File: src/rtl/trena_uc_multi_if.sv
// Handshake bundle between the trena control unit (slave) and the
// measurement/transmit datapath or bench that drives it (master).
interface trena_uc_multi_if #(
   parameter int N_CHANNELS = 2,
   parameter int N_DIGITS   = 4
);
   localparam int CH_W = (N_CHANNELS > 1) ? $clog2(N_CHANNELS) : 1;
   localparam int DG_W = (N_DIGITS > 1) ? $clog2(N_DIGITS) : 1;

   logic            mensurar;
   logic            continuo;
   logic            parar;
   logic            pronto;
   logic            tx_pronto;

   logic            zera;
   logic            comeca_medida;
   logic [CH_W-1:0] canal;
   logic [DG_W-1:0] digito;
   logic            envia;
   logic            fim;
   logic            erro;
   logic [3:0]      db_estado;

   modport master (
      output mensurar, continuo, parar, pronto, tx_pronto,
      input  zera, comeca_medida, canal, digito, envia, fim, erro, db_estado
   );

   modport slave (
      input  mensurar, continuo, parar, pronto, tx_pronto,
      output zera, comeca_medida, canal, digito, envia, fim, erro, db_estado
   );
endinterface

File: src/rtl/trena_uc_multi.sv
// Control unit that sweeps N sensor channels: trigger, wait for pronto with a
// timeout, then send N_DIGITS characters per channel; single or continuous sweeps.
module trena_uc_multi #(
   parameter int N_CHANNELS     = 2,
   parameter int N_DIGITS       = 4,
   parameter int TIMEOUT_CYCLES = 1_000_000
) (
   input  logic             clock,
   input  logic             reset,
   trena_uc_multi_if.slave  bus
);
   localparam int CH_W = (N_CHANNELS > 1) ? $clog2(N_CHANNELS) : 1;
   localparam int DG_W = (N_DIGITS > 1) ? $clog2(N_DIGITS) : 1;
   localparam int TO_W = $clog2(TIMEOUT_CYCLES + 1);

   localparam logic [CH_W-1:0] LAST_CH = CH_W'(N_CHANNELS - 1);
   localparam logic [DG_W-1:0] LAST_DG = DG_W'(N_DIGITS - 1);
   localparam logic [TO_W-1:0] LAST_TO = TO_W'(TIMEOUT_CYCLES - 1);

   typedef enum logic [3:0] {
      INICIAL   = 4'd0,
      PREPARA   = 4'd1,
      DISPARA   = 4'd2,
      AGUARDA   = 4'd3,
      TRANSMITE = 4'd4,
      ESPERA    = 4'd5,
      PROXIMO   = 4'd6,
      FINAL     = 4'd7,
      TIMEOUT   = 4'd8
   } state_t;

   state_t          state_q, state_d;
   logic [CH_W-1:0] canal_q, canal_d;
   logic [DG_W-1:0] digito_q, digito_d;
   logic [TO_W-1:0] cnt_q, cnt_d;
   logic            erro_q, erro_d;
   logic            mode_c_q, mode_c_d;

   always_ff @(posedge clock or negedge reset) begin
      if (!reset) begin
         state_q  <= INICIAL;
         canal_q  <= '0;
         digito_q <= '0;
         cnt_q    <= '0;
         erro_q   <= 1'b0;
         mode_c_q <= 1'b0;
      end else begin
         state_q  <= state_d;
         canal_q  <= canal_d;
         digito_q <= digito_d;
         cnt_q    <= cnt_d;
         erro_q   <= erro_d;
         mode_c_q <= mode_c_d;
      end
   end

   always_comb begin
      state_d  = state_q;
      canal_d  = canal_q;
      digito_d = digito_q;
      cnt_d    = cnt_q;
      erro_d   = erro_q;
      mode_c_d = mode_c_q;

      case (state_q)
         INICIAL: begin
            if (bus.mensurar) begin
               mode_c_d = bus.continuo;
               state_d  = PREPARA;
            end
         end
         PREPARA: begin
            canal_d  = '0;
            digito_d = '0;
            erro_d   = 1'b0;
            state_d  = DISPARA;
         end
         DISPARA: begin
            cnt_d   = '0;
            state_d = AGUARDA;
         end
         AGUARDA: begin
            // pronto takes priority over the terminal count on the same cycle
            cnt_d = cnt_q + 1'b1;
            if (bus.pronto) begin
               state_d = TRANSMITE;
            end else if (cnt_q == LAST_TO) begin
               state_d = TIMEOUT;
            end
         end
         TRANSMITE: begin
            state_d = ESPERA;
         end
         ESPERA: begin
            if (bus.tx_pronto) begin
               if (digito_q < LAST_DG) begin
                  digito_d = digito_q + 1'b1;
                  state_d  = TRANSMITE;
               end else begin
                  digito_d = '0;
                  state_d  = PROXIMO;
               end
            end
         end
         PROXIMO: begin
            // parar is only looked at here, so a running sweep always finishes
            if (canal_q < LAST_CH) begin
               canal_d = canal_q + 1'b1;
               state_d = DISPARA;
            end else begin
               canal_d = '0;
               state_d = (mode_c_q && !bus.parar) ? DISPARA : FINAL;
            end
         end
         TIMEOUT: begin
            erro_d  = 1'b1;
            state_d = PROXIMO;
         end
         FINAL: begin
            state_d = INICIAL;
         end
         default: begin
            state_d = INICIAL;
         end
      endcase
   end

   always_comb begin
      bus.zera          = 1'b0;
      bus.comeca_medida = 1'b0;
      bus.envia         = 1'b0;
      bus.fim           = 1'b0;
      bus.db_estado     = 4'hF;

      case (state_q)
         INICIAL, PREPARA: bus.zera          = 1'b1;
         DISPARA:          bus.comeca_medida = 1'b1;
         TRANSMITE:        bus.envia         = 1'b1;
         FINAL:            bus.fim           = 1'b1;
         default:          ;
      endcase

      if (state_q <= TIMEOUT) begin
         bus.db_estado = state_q;
      end
   end

   assign bus.canal  = canal_q;
   assign bus.digito = digito_q;
   assign bus.erro   = erro_q;

endmodule

File: src/flat_wrapper.sv
// flat-port wrapper written by rule: the top's interface ports become plain ports
module trena_uc_multi_flat 
#(
   parameter int N_CHANNELS     = 2,
   parameter int N_DIGITS       = 4,
   parameter int TIMEOUT_CYCLES = 1_000_000
)
  (clock, reset, bus_mensurar, bus_continuo, bus_parar, bus_pronto, bus_tx_pronto, bus_zera, bus_comeca_medida, bus_canal, bus_digito, bus_envia, bus_fim, bus_erro, bus_db_estado);
  trena_uc_multi_if #(.N_CHANNELS(N_CHANNELS), .N_DIGITS(N_DIGITS)) bus_i ();
  input  logic clock;
  input  logic reset;
  input wire logic [$bits(bus_i.mensurar)-1:0] bus_mensurar;
  input wire logic [$bits(bus_i.continuo)-1:0] bus_continuo;
  input wire logic [$bits(bus_i.parar)-1:0] bus_parar;
  input wire logic [$bits(bus_i.pronto)-1:0] bus_pronto;
  input wire logic [$bits(bus_i.tx_pronto)-1:0] bus_tx_pronto;
  output wire logic [$bits(bus_i.zera)-1:0] bus_zera;
  output wire logic [$bits(bus_i.comeca_medida)-1:0] bus_comeca_medida;
  output wire logic [$bits(bus_i.canal)-1:0] bus_canal;
  output wire logic [$bits(bus_i.digito)-1:0] bus_digito;
  output wire logic [$bits(bus_i.envia)-1:0] bus_envia;
  output wire logic [$bits(bus_i.fim)-1:0] bus_fim;
  output wire logic [$bits(bus_i.erro)-1:0] bus_erro;
  output wire logic [$bits(bus_i.db_estado)-1:0] bus_db_estado;
  assign bus_i.mensurar = bus_mensurar;
  assign bus_i.continuo = bus_continuo;
  assign bus_i.parar = bus_parar;
  assign bus_i.pronto = bus_pronto;
  assign bus_i.tx_pronto = bus_tx_pronto;
  assign bus_zera = bus_i.zera;
  assign bus_comeca_medida = bus_i.comeca_medida;
  assign bus_canal = bus_i.canal;
  assign bus_digito = bus_i.digito;
  assign bus_envia = bus_i.envia;
  assign bus_fim = bus_i.fim;
  assign bus_erro = bus_i.erro;
  assign bus_db_estado = bus_i.db_estado;
  trena_uc_multi #(.N_CHANNELS(N_CHANNELS), .N_DIGITS(N_DIGITS), .TIMEOUT_CYCLES(TIMEOUT_CYCLES)) u_core (.clock(clock), .reset(reset), .bus(bus_i));
endmodule
File: config.mk
export PLATFORM = sky130hd
export DESIGN_NAME = trena_uc_multi_flat
export DESIGN_NICKNAME = d
export VERILOG_FILES = /design/src/rtl/trena_uc_multi_if.sv /design/src/rtl/trena_uc_multi.sv /design/src/flat_wrapper.sv
export SDC_FILE = /design/constraint.sdc
export NUM_CORES = 1
export LEC_CHECK = 0
export BUFFER_PORTS_ARGS = -buffer_cell sky130_fd_sc_hd__buf_2
export CAP_MARGIN = 20
export CORE_UTILIZATION = 30
export CTS_BUF_LIST = sky130_fd_sc_hd__clkbuf_16
export DETAILED_ROUTE_END_ITERATION = 8
export GPL_TIMING_DRIVEN = 0
export PLACE_DENSITY = 0.6
export SLEW_MARGIN = 20
export SYNTH_ARGS = -nofsm -noshare
export SYNTH_HDL_FRONTEND = slang
export SYNTH_SLANG_ARGS = --single-unit
File: constraint.sdc
create_clock -name clock -period 1.4 [get_ports clock]
set_input_delay 0.28 -clock clock [delete_from_list [all_inputs] [get_ports clock]]
set_output_delay 0.28 -clock clock [all_outputs]
set_load 0.01 [all_outputs]
==> results of run 1 <==
==> kinds of logic (layout without fill, tap and decap cells) <==
group | count (synthesis) | in the layout | share of synthesized area (%)
AND/OR/NAND/NOR | 105 | 105 | 29.0
buffers and inverters | 26 | 97 | 7.00
AO/OA/AOI/OAI | 54 | 54 | 18.2
multiplexers | 10 | 10 | 5.45
flip-flops | 29 | 29 | 39.1
adder cells (fa/ha/maj) | 2 | 2 | 1.35
==> what timing repair did <==
action                                  CTS  global route
endpoints found under the setup margin   34            33
gates resized for setup                  78            41
endpoints found under the hold margin     0             0
setup buffers                            31            19
pin swaps                                21            24
gates cloned                              0             0
hold buffers                              0             0
==> worst max-delay path, cell delays in order, from the launching register on <==
cell and delay [ns]:
dfrtp_1 0.38, buf_6 0.14, buf_6 0.11, nand2b_4 0.15
nor3_2 0.17, buf_2 0.17
==> worst paths after layout <==
check                                               from                            to  slack [ns]
setup / recovery           u_core.state_q[3]$_DFFE_PN0P_                     bus_envia       -0.27
hold / removal                                     reset   u_core.bus.erro$_DFFE_PN0P_        0.04
setup reg to reg           u_core.state_q[3]$_DFFE_PN0P_  u_core.cnt_q[14]$_DFFE_PN0P_       -0.25
hold reg to reg              u_core.mode_c_q$_DFFE_PN0P_   u_core.mode_c_q$_DFFE_PN0P_        0.51
max in group asynchronous                          reset   u_core.cnt_q[9]$_DFFE_PN0P_        0.86
min in group clock                          bus_continuo   u_core.mode_c_q$_DFFE_PN0P_        0.24
==> routing by layer <==
| metal | vias to the layer above | wire (um) | global-route usage [%] |
|---|---|---|---|
| met5 | - | 0 | 0 |
| met4 | 0 | 255 | 9.64 |
| met3 | 21 | 232 | 4.20 |
| met2 | 52 | 2890 | 29.4 |
| met1 | 960 | 2420 | 22.4 |
| li1 | 945 | - | - |
==> cell usage after synthesis, drive strengths merged (2+ instances only) <==
| cell | instances |
|---|---|
| inv | 7 |
| nand4 | 7 |
| o21ai | 26 |
| or4 | 2 |
| and4 | 3 |
| ha | 2 |
| a21oi | 9 |
| and3 | 3 |
| clkbuf | 10 |
| o31ai | 2 |
| buf | 9 |
| a22o | 7 |
| nand3 | 13 |
| a21o | 4 |
| mux2i | 9 |
| dfrtp | 29 |
| nor2 | 18 |
| nand2 | 36 |
| and2 | 2 |
| nor4 | 3 |
| nand2b | 4 |
| nor3 | 7 |
==> report_power, final <==
group          total (mW)  internal, mW  switching [mW]  leakage (nW)
registers            1.18          1.01           0.169         0.375
logic                2.95          1.51            1.44         0.907
clock network       0.991         0.637           0.355        0.0776
total                5.12          3.16            1.97          1.36
==> state kept, by name (all words and copies together) (netlist names) <==
signal	cells
u_core.mode_c_q	1
u_core.bus.digito	2
u_core.bus.erro	1
u_core.cnt_q	20
u_core.state_q	4
u_core.bus.canal	1
==> area by class of cell <==
class / instances / area (um^2)
fillers: 540 / 2970
plain buffers: 15 / 190
clock buffers: 5 / 125
repair buffers: 67 / 529
multi-input cells: 171 / 1270
inverters: 7 / 30.0
flip-flops and latches: 29 / 739
clock inverters: 3 / 11.3
well taps: 75 / 93.8
==> summary.txt, run 1 <==
Floorplan
  – Die Width: 80.7 um
  – DIE HEIGHT: 80.7 um
  – Starting Density: 31.2%
  – Die area: 6510 um^2
  – Core Area: 5960 um^2
  – Number of core rows: 28
  – Io pins: 19

Placement
  – # port buffers: 18
  – Dpl cell area: 2060 um^2
  – Gpl congestion: 0.855
  – Pre-CTS WS: -0.353 ns
  – Inst Count DP: 319
  – Placed wire-length estimate: 2.97 mm

Global route
  – Largest net degree at the start of global routing: 30
  – Grt total ovfl: 0
  – First-pass GRT wire length: 8.76 mm
  – Total track usage: 18.2%
  – Vias in the first global route: 1765
  – Initial antenna violation count: 0

CTS
  – Clk buf depth: 2
  – Clock sink count: 29
  – CTS H-tree depth: 2
  – Worst-Skew Late Latency: 0.27 ns
  – Total CTS buffers: 5
  – CTS tree: yes
  – Root Driver: clkbuf_16
  – Worst-path clk slew: 0.05 ns

Finish
  – Share of layout cells above drive strength 1: 48.8%
  – Most frequent cells in the layout: 39 x buf_4, 32 x nand2_1, 18 x buf_6, 18 x dfrtp_1, 16 x buf_2
  – Nets: 305
  – ANT cells: 0
  – Design area: 2990 um^2
  – Syn-to-layout area delta: 60.9%
  – Most common cell after layout, fill and taps aside: buf_4
  – Post-route insts no fill: 372
  – Util after Layout: 50.2%

Timing
  – Max Slew Vio Count: 0
  – Max_slew headroom: 54.4%
  – Final Hold Fails: 0
  – Period utilization: 120%
  – Setup Skew: 0.00324 ns
  – Final Hold Slack: 0.0402 ns
  – Final setup viols: 22
  – Worst slew pin tran: 0.684 ns
  – Post-route setup TNS: -3.55 ns
  – Fin crit period: 1.67 ns
  – FMAX: 0.597 GHz
  – RSZ-0062 raised after global routing: yes
  – Final worst slack: -0.275 ns

Drt
  – Routed WL per cell: 15.6 um
  – Antenna viol nets, final: 0
  – WL final: 5.80 mm
  – DRT Pass-1 Iters: 4
  – DRC violations left: 0
  – Iter 0 DRT Violations: 97
  – Via density: 5.32
  – Vias: 1978

Worst setup path
  – Crit. End Element: output pin
  – Worst-path maximum fanout: 5
  – CP startpoint kind: flop
  – Worst r2r path cells: 10
  – Arrival @ worst endpoint: 1.39 ns
  – Crit path required time: 1.12 ns
  – Critical path class: flop to output pin

Pwr
  – Leak pwr: 1.36 nW
  – Peak supply drop: 1.01 mV
  – PnR Total Power: 5.12 mW
  – Pwr dens: 1710 nW/um^2

Logic synthesis
  – Cell count after synthesis: 226
  – Top cell type by total area after synthesis: dfrtp_1
  – Post-synth ARST share: 100%
  – Synth area leaders: dfrtp_1 39%, nand2_1 6.9%, o21ai_0 5.9%
  – Avg Inst Size Synth: 8.22 um^2
  – Synth warn: 0
  – FF+latch count, synth: 29
  – Netlist cell types: 46
  – Yosys top cell area share: 39.1%
  – Ys flop type: dfrtp_1
  – Post-synthesis sequential area ratio: 39.1%
  – Post-Syn Nets: 235
  – Post-synth EDFFs: 0
  – Post-Syn Area: 1860 um^2

Status
  – Status: finished with violations
  – Violated checks: negative setup slack

Worst hold path
  – Hold WC Path Type: input port to asynchronous set/reset pin

Flow run
  – MaxCap Viol Count: 0
Note: power is estimated with default switching activity, not from simulation.
==> inputs of run 2 (changes only) <==
Settings changed: CELL_PAD_IN_SITES_DETAIL_PLACEMENT set to 0, CELL_PAD_IN_SITES_GLOBAL_PLACEMENT set to 1, PLACE_DENSITY 0.6 to 0.72, RECOVER_POWER set to 100.
==> run 2 against run 1 <==
The flow still finishes with violations (negative setup slack); routed wire length increased by 1.1%; register-to-register slack worse by 0.02 ns; highest routed layer unchanged; hold slack better by 0.034 ns; combinational power down 6%; power fell by 3.1%; largest cell class unchanged; sequential share of layout area rose by 0.40 points.
==> summary.txt, run 2 (synthesized netlist as in run 1, its figures left out) <==
Finish
  – Syn-to-layout area delta: 58.0%
  – Multi-input logic area: 1260 um^2
  – Most flop-heavy register: u_core.cnt_q
  – Share of layout cells above drive strength 1: 46.8%
  – ANT cells: 0
  – Util after Layout: 49.3%
  – Most frequent cells in the layout: 37 x buf_4, 31 x nand2_1, 19 x dfrtp_1
  – Nets: 303
  – Register area: 738 um^2
  – Max reg flops: 20
  – Fillers: 555
  – Most common cell after layout, fill and taps aside: buf_4

Pwr
  – Reg power frac: 23.7%
  – Comb power frac: 55.7%
  – Sw Pwr: 1.95 mW
  – Sw Ratio: 39.4%
  – P_int: 3.01 mW
  – Clock share of power: 20.5%
  – Pwr dens: 1690 nW/um^2
  – Peak supply drop: 0.585 mV
  – Leak pwr: 1.33 nW

Worst setup path
  – Crit. End Element: output pin
  – CP startpoint kind: flop
  – Cell chain of the critical path: buf_6 > nor2_4 > nand2_4 > buf_6 > buf_8 > nor2_4 > buf_6
  – Worst-path maximum fanout: 6
  – Worst r2r src: u_core.state_q[2]$_DFFE_PN0P_
  – Arrival @ worst endpoint: 1.40 ns
  – CP max stage delay: 0.37 ns
  – Critical path's slowest cell: dfrtp_1
  – CP Launch Point: u_core.state_q[3]$_DFFE_PN0P_
  – Top Family by Delay on Critical Path: buffers and inverters
  – Most used cell, CP: buf_6
  – Crit path required time: 1.12 ns
  – Critical path class: flop to output pin
  – CP bufs+invs: 4

Status
  – Status: finished with violations
  – Violated checks: negative setup slack

Drt
  – WL final: 5.86 mm
  – Via density: 5.29
  – Routed WL per cell: 15.8 um
  – Antenna viol nets, final: 0
  – DRT Pass-1 Iters: 4
  – Iter 0 DRT Violations: 176
  – DRC violations left: 0
  – Vias: 1959

Global route
  – Largest net degree at the start of global routing: 30
  – Grt total ovfl: 0
  – Total track usage: 18.7%
  – First-pass GRT wire length: 9.18 mm
  – Initial antenna violation count: 0
  – Vias in the first global route: 1848

Floorplan
  – Core Area: 5960 um^2
  – Starting Density: 31.2%
  – DIE HEIGHT: 80.7 um
  – Io pins: 19
  – Number of core rows: 28
  – Die area: 6510 um^2
  – Die Width: 80.7 um

Placement
  – Placed wire-length estimate: 3.09 mm
  – Gpl congestion: 0.788
  – Pre-CTS WS: -0.424 ns
  – # port buffers: 18

CTS
  – Total CTS buffers: 5
  – Post-CTS Hold Fix Bufs: 0
  – CTS H-tree depth: 2
  – Clock sink count: 29
  – Worst-Skew Late Latency: 0.28 ns
  – Clk buf depth: 2
  – CTS tree: yes
  – Worst-path clk slew: 0.05 ns
  – Root Driver: clkbuf_16

Timing
  – Final Hold Fails: 0
  – RSZ-0062 raised after global routing: yes
  – Max_slew headroom: 46.6%
  – Fin crit period: 1.68 ns
  – Worst slew pin tran: 0.801 ns
  – Period utilization: 120%
  – FMAX: 0.595 GHz
  – Max Slew Vio Count: 0
  – Setup Skew: 0.00247 ns
  – Final setup viols: 29
  – Final worst slack: -0.281 ns

Flow run
  – MaxCap Viol Count: 0

Worst hold path
  – Hold WC Path Type: input port to asynchronous set/reset pin
-- run 2: cell types whose count changed in the layout (fill, tap and decap cells not counted), sizes merged --
cell / delta
buf: -7
clkbuf: +5
-- run 2: power groups by stage --
stage	logic (mW)	registers, mW	clock network (mW)
2_1_floorplan	1.09	1.13	0
3_3_place_gp	1.58	1.14	0
3_5_place_dp	1.57	1.14	0
4_1_cts	2.58	1.16	1.03
5_1_grt	2.98	1.20	1.07
6_report	2.77	1.18	1.02
-- run 2: path summary, 6_finish.rpt --
kind,to,slack [ns],cells after the start
setup / recovery,bus_comeca_medida,-0.28,7
hold / removal,u_core.cnt_q[12]$_DFFE_PN0P_,0.07,1
setup reg to reg,u_core.state_q[0]$_DFFE_PN0P_,-0.27,7
hold reg to reg,u_core.mode_c_q$_DFFE_PN0P_,0.52,1
max in group asynchronous,u_core.cnt_q[2]$_DFFE_PN0P_,0.76,1
min in group clock,u_core.mode_c_q$_DFFE_PN0P_,0.23,2
-- run 2: layout make-up --
| class | instances | area share, % |
|---|---|---|
| tap | 75 | 3.20 |
| inverter | 7 | 1.02 |
| buffer | 15 | 6.31 |
| sequential | 29 | 25.1 |
| clock buffer | 5 | 4.26 |
| multi-input combinational | 171 | 42.9 |
| clock inverter | 3 | 0.383 |
| timing repair buffer | 65 | 16.8 |
-- run 2: per-layer routing --
metal / wire (um) / vias to the layer above / GRT usage [%]
li1: - / 944 / -
met4: 95 / 0 / 8.39
met2: 2860 / 42 / 29.0
met3: 218 / 8 / 3.64
met5: 0 / - / 0
met1: 2690 / 965 / 25.0
-- run 2: timing repair --
item / CTS / global route
pin swaps: 22 / 16
setup buffers: 38 / 14
setup endpoints to repair: 34 / 33
resized for setup: 83 / 36
-- run 2: stage by stage --
stage               power, mW  instance area [um^2]  hold slack, ns  TNS (ns)  instances
floorplan                2.23                  1880         -0.0156   -0.0278        226
global placement         2.72                  2060           0.372     -5.61        319
detailed placement       2.71                  2060           0.378     -5.86        319
CTS                      4.77                  2790          0.0803     -3.14        362
global route             5.26                  2940           0.145     -5.61        370
finish                   4.96                  2940          0.0743     -3.50        370
-- run 2: worst register-to-register path, delay by kind of cell, from the launching register on --
kind                   cells  cell delay, ns
AND/OR/NAND/NOR            2            0.60
AO/OA/AOI/OAI              3            0.33
flip-flops                 1            0.37
buffers and inverters      2            0.27
==> inputs of run 3 (changes only) <==
Settings changed: ABC_AREA set to 1, PLACE_DENSITY 0.72 to 0.74.
==> run 3 against run 2 <==
The run still ends with negative setup slack left; critical path depth fell by 2; synthesized cell count rose by 14%; non-clock buffer count fell by 34; first-iteration DRC count fell by 51%; final area fell by 8.9%; clock skew rose by 0.0033 ns; hold slack got worse by 0.0060 ns; global-route usage fell by 2.1 points; setup slack improved by 0.13 ns; sequential cell count did not move.
==> summary.txt, run 3 <==
Status
  – Status: finished with violations
  – Violated checks: negative setup slack

Placement
  – Placed wire-length estimate: 3.07 mm
  – Gpl congestion: 0.818
  – # port buffers: 18

Timing
  – Worst slew pin tran: 0.764 ns
  – Period utilization: 110%
  – FMAX: 0.647 GHz
  – Setup Skew: 0.00573 ns
  – Max Slew Vio Count: 0
  – Final worst slack: -0.146 ns
  – Post-route setup TNS: -0.828 ns
  – RSZ-0062 raised after global routing: yes
  – Final setup viols: 9
  – Final Hold Slack: 0.0683 ns
  – Final Hold Fails: 0
  – Max_slew headroom: 49.1%
  – Fin crit period: 1.55 ns

Floorplan
  – Die Width: 79.1 um
  – Die area: 6250 um^2
  – Number of core rows: 27
  – Starting Density: 31.8%
  – Core Area: 5610 um^2
  – Io pins: 19
  – DIE HEIGHT: 79.1 um

Worst setup path
  – Crit path required time: 1.12 ns
  – Critical path class: flop to output pin
  – Worst r2r path cells: 8
  – Crit. End Element: output pin
  – Arrival @ worst endpoint: 1.27 ns
  – CP startpoint kind: flop
  – Worst-path maximum fanout: 4

Drt
  – DRC violations left: 0
  – Via density: 4.71
  – Routed WL per cell: 12.9 um
  – DRT Pass-1 Iters: 4
  – Iter 0 DRT Violations: 87
  – WL final: 4.90 mm
  – Vias: 1793
  – Antenna viol nets, final: 0

Pwr
  – Leak pwr: 1.23 nW
  – Pwr dens: 1680 nW/um^2
  – Peak supply drop: 1.02 mV

Logic synthesis
  – Top cells by count, synth: 78 x nand2_1, 39 x nor2_1, 34 x inv_1, 29 x dfrtp_1, 21 x nand3_1
  – Ys flop type: dfrtp_1
  – Cell count after synthesis: 258
  – Post-synthesis sequential area ratio: 40.7%
  – Synth Area in XOR/XNOR: 0.492%
  – Avg Inst Size Synth: 6.91 um^2
  – Post-synth EDFFs: 0
  – Post-synthesis mux area share: 0%
  – Largest family of logic cells by synthesized area: simple AND/OR/NAND/NOR gates
  – Post-synthesis compound-gate area fraction: 10.3%
  – FF+latch count, synth: 29
  – Synth warn: 0
  – Netlist cell types: 30
  – Yosys top cell area share: 40.7%
  – Post-Syn Area: 1780 um^2
  – Post-Syn Nets: 267
  – Simple-Gate Fraction of Synth Area: 37.4%
  – Post-synth ARST share: 100%
  – Most numerous cell in the Yosys netlist: nand2_1
  – Synth Area in Adders: 1.40%
  – Synth area leaders: dfrtp_1 41%, nand2_1 16%, nor2_1 8.2%
  – Top cell type by total area after synthesis: dfrtp_1

Finish
  – Register area: 733 um^2
  – Most frequent cells in the layout: 64 x nand2_1, 29 x inv_1, 27 x nor2_1
  – Max reg flops: 20
  – Most flop-heavy register: u_core.cnt_q
  – Util after Layout: 47.7%
  – Share of layout cells above drive strength 1: 37.2%
  – ANT cells: 0
  – Multi-input logic area: 1140 um^2
  – Nets: 317
  – Syn-to-layout area delta: 50.1%
  – Fillers: 564
  – Most common cell after layout, fill and taps aside: nand2_1

CTS
  – Total CTS buffers: 5
  – Worst-Skew Late Latency: 0.28 ns
  – CTS H-tree depth: 2
  – Root Driver: clkbuf_16
  – Worst-path clk slew: 0.05 ns
  – CTS tree: yes
  – Post-CTS Hold Fix Bufs: 0
  – Clock sink count: 29
  – Clk buf depth: 2

Global route
  – Initial antenna violation count: 0
  – Vias in the first global route: 1724
  – Total track usage: 16.6%
  – Grt total ovfl: 0
  – Largest net degree at the start of global routing: 30
  – First-pass GRT wire length: 7.91 mm

Flow run
  – MaxCap Viol Count: 0

Worst hold path
  – Hold WC Path Type: input port to asynchronous set/reset pin
run 3: cell types whose count changed after synthesis, moves of 5 or more:
cell and delta:
a22o_1 -7, o21ai_0 -9, inv_2 +5, inv_1 +27, nand3_1 +8, nand4_1 -6
nor3_1 -5, nor2_1 +23, mux2i_1 -9, nand2_1 +44, clkbuf_1 -9
run 3: cell type report:
class	instances	share of cell area, %
timing repair buffer	43	14.0
inverter	39	6.04
multi-input combinational	187	42.5
sequential	29	27.4
clock buffer	5	4.68
tap	72	3.37
buffer	3	1.26
clock inverter	3	0.655
run 3: cell families (layout without fill, tap and decap cells):
kind of cell,Yosys count,count (layout)
AO/OA/AOI/OAI,31,31
buffers and inverters,42,93
XOR/XNOR,1,1
adder cells (fa/ha/maj),2,2
AND/OR/NAND/NOR,153,153
flip-flops,29,29
run 3: path summary, 6_finish.rpt:
path	from	end	slack (ns)
max	u_core.state_q[1]$_DFFE_PN0P_	bus_db_estado[0]	-0.15
min reg2reg	u_core.bus.erro$_DFFE_PN0P_	u_core.bus.erro$_DFFE_PN0P_	0.48
min	reset	u_core.cnt_q[9]$_DFFE_PN0P_	0.07
max reg2reg	u_core.state_q[3]$_DFFE_PN0P_	u_core.cnt_q[5]$_DFFE_PN0P_	-0.03
min in group clock	bus_continuo	u_core.mode_c_q$_DFFE_PN0P_	0.21
max in group asynchronous	reset	u_core.state_q[0]$_DFFE_PN0P_	0.80
run 3: per-layer routing:
metal	vias to the layer above	GRT usage (%)	routed length (um)
met2	44	27.9	2380
met5	-	0	0
met4	0	6.73	123
li1	918	-	-
met1	819	20.4	2180
met3	12	3.68	206
run 3: through the flow:
step | power [mW] | cells | cell area, um^2 | setup WS (ns)
finish | 4.49 | 381 | 2670 | -0.146
global route | 4.75 | 381 | 2670 | -0.186
CTS | 3.98 | 375 | 2370 | -0.0959
detailed placement | 2.33 | 348 | 1960 | -0.174
global placement | 2.34 | 348 | 1960 | -0.163
floorplan | 1.94 | 258 | 1780 | 0.0806
run 3: timing repair:
| action | CTS | global route |
|---|---|---|
| pin swaps | 12 | 18 |
| endpoints found under the setup margin | 19 | 29 |
| gates cloned | 1 | 1 |
| hold endpoints to repair | 0 | 0 |
| gates resized for setup | 29 | 69 |
| setup buffers | 18 | 6 |
run 3: where the power goes:
| group | internal (mW) | switching (mW) | leakage (nW) |
|---|---|---|---|
| Clock | 0.650 | 0.391 | 0.0696 |
| Sequential | 0.982 | 0.180 | 0.386 |
| Combinational | 1.11 | 1.18 | 0.775 |
run 3: critical path, stage by stage (launching register included):
cell and delay, ns:
dfrtp_2 0.47, nor2_4 0.16, nand3_4 0.10, nand2_4 0.09, nand2_2 0.05, buf_6 0.11
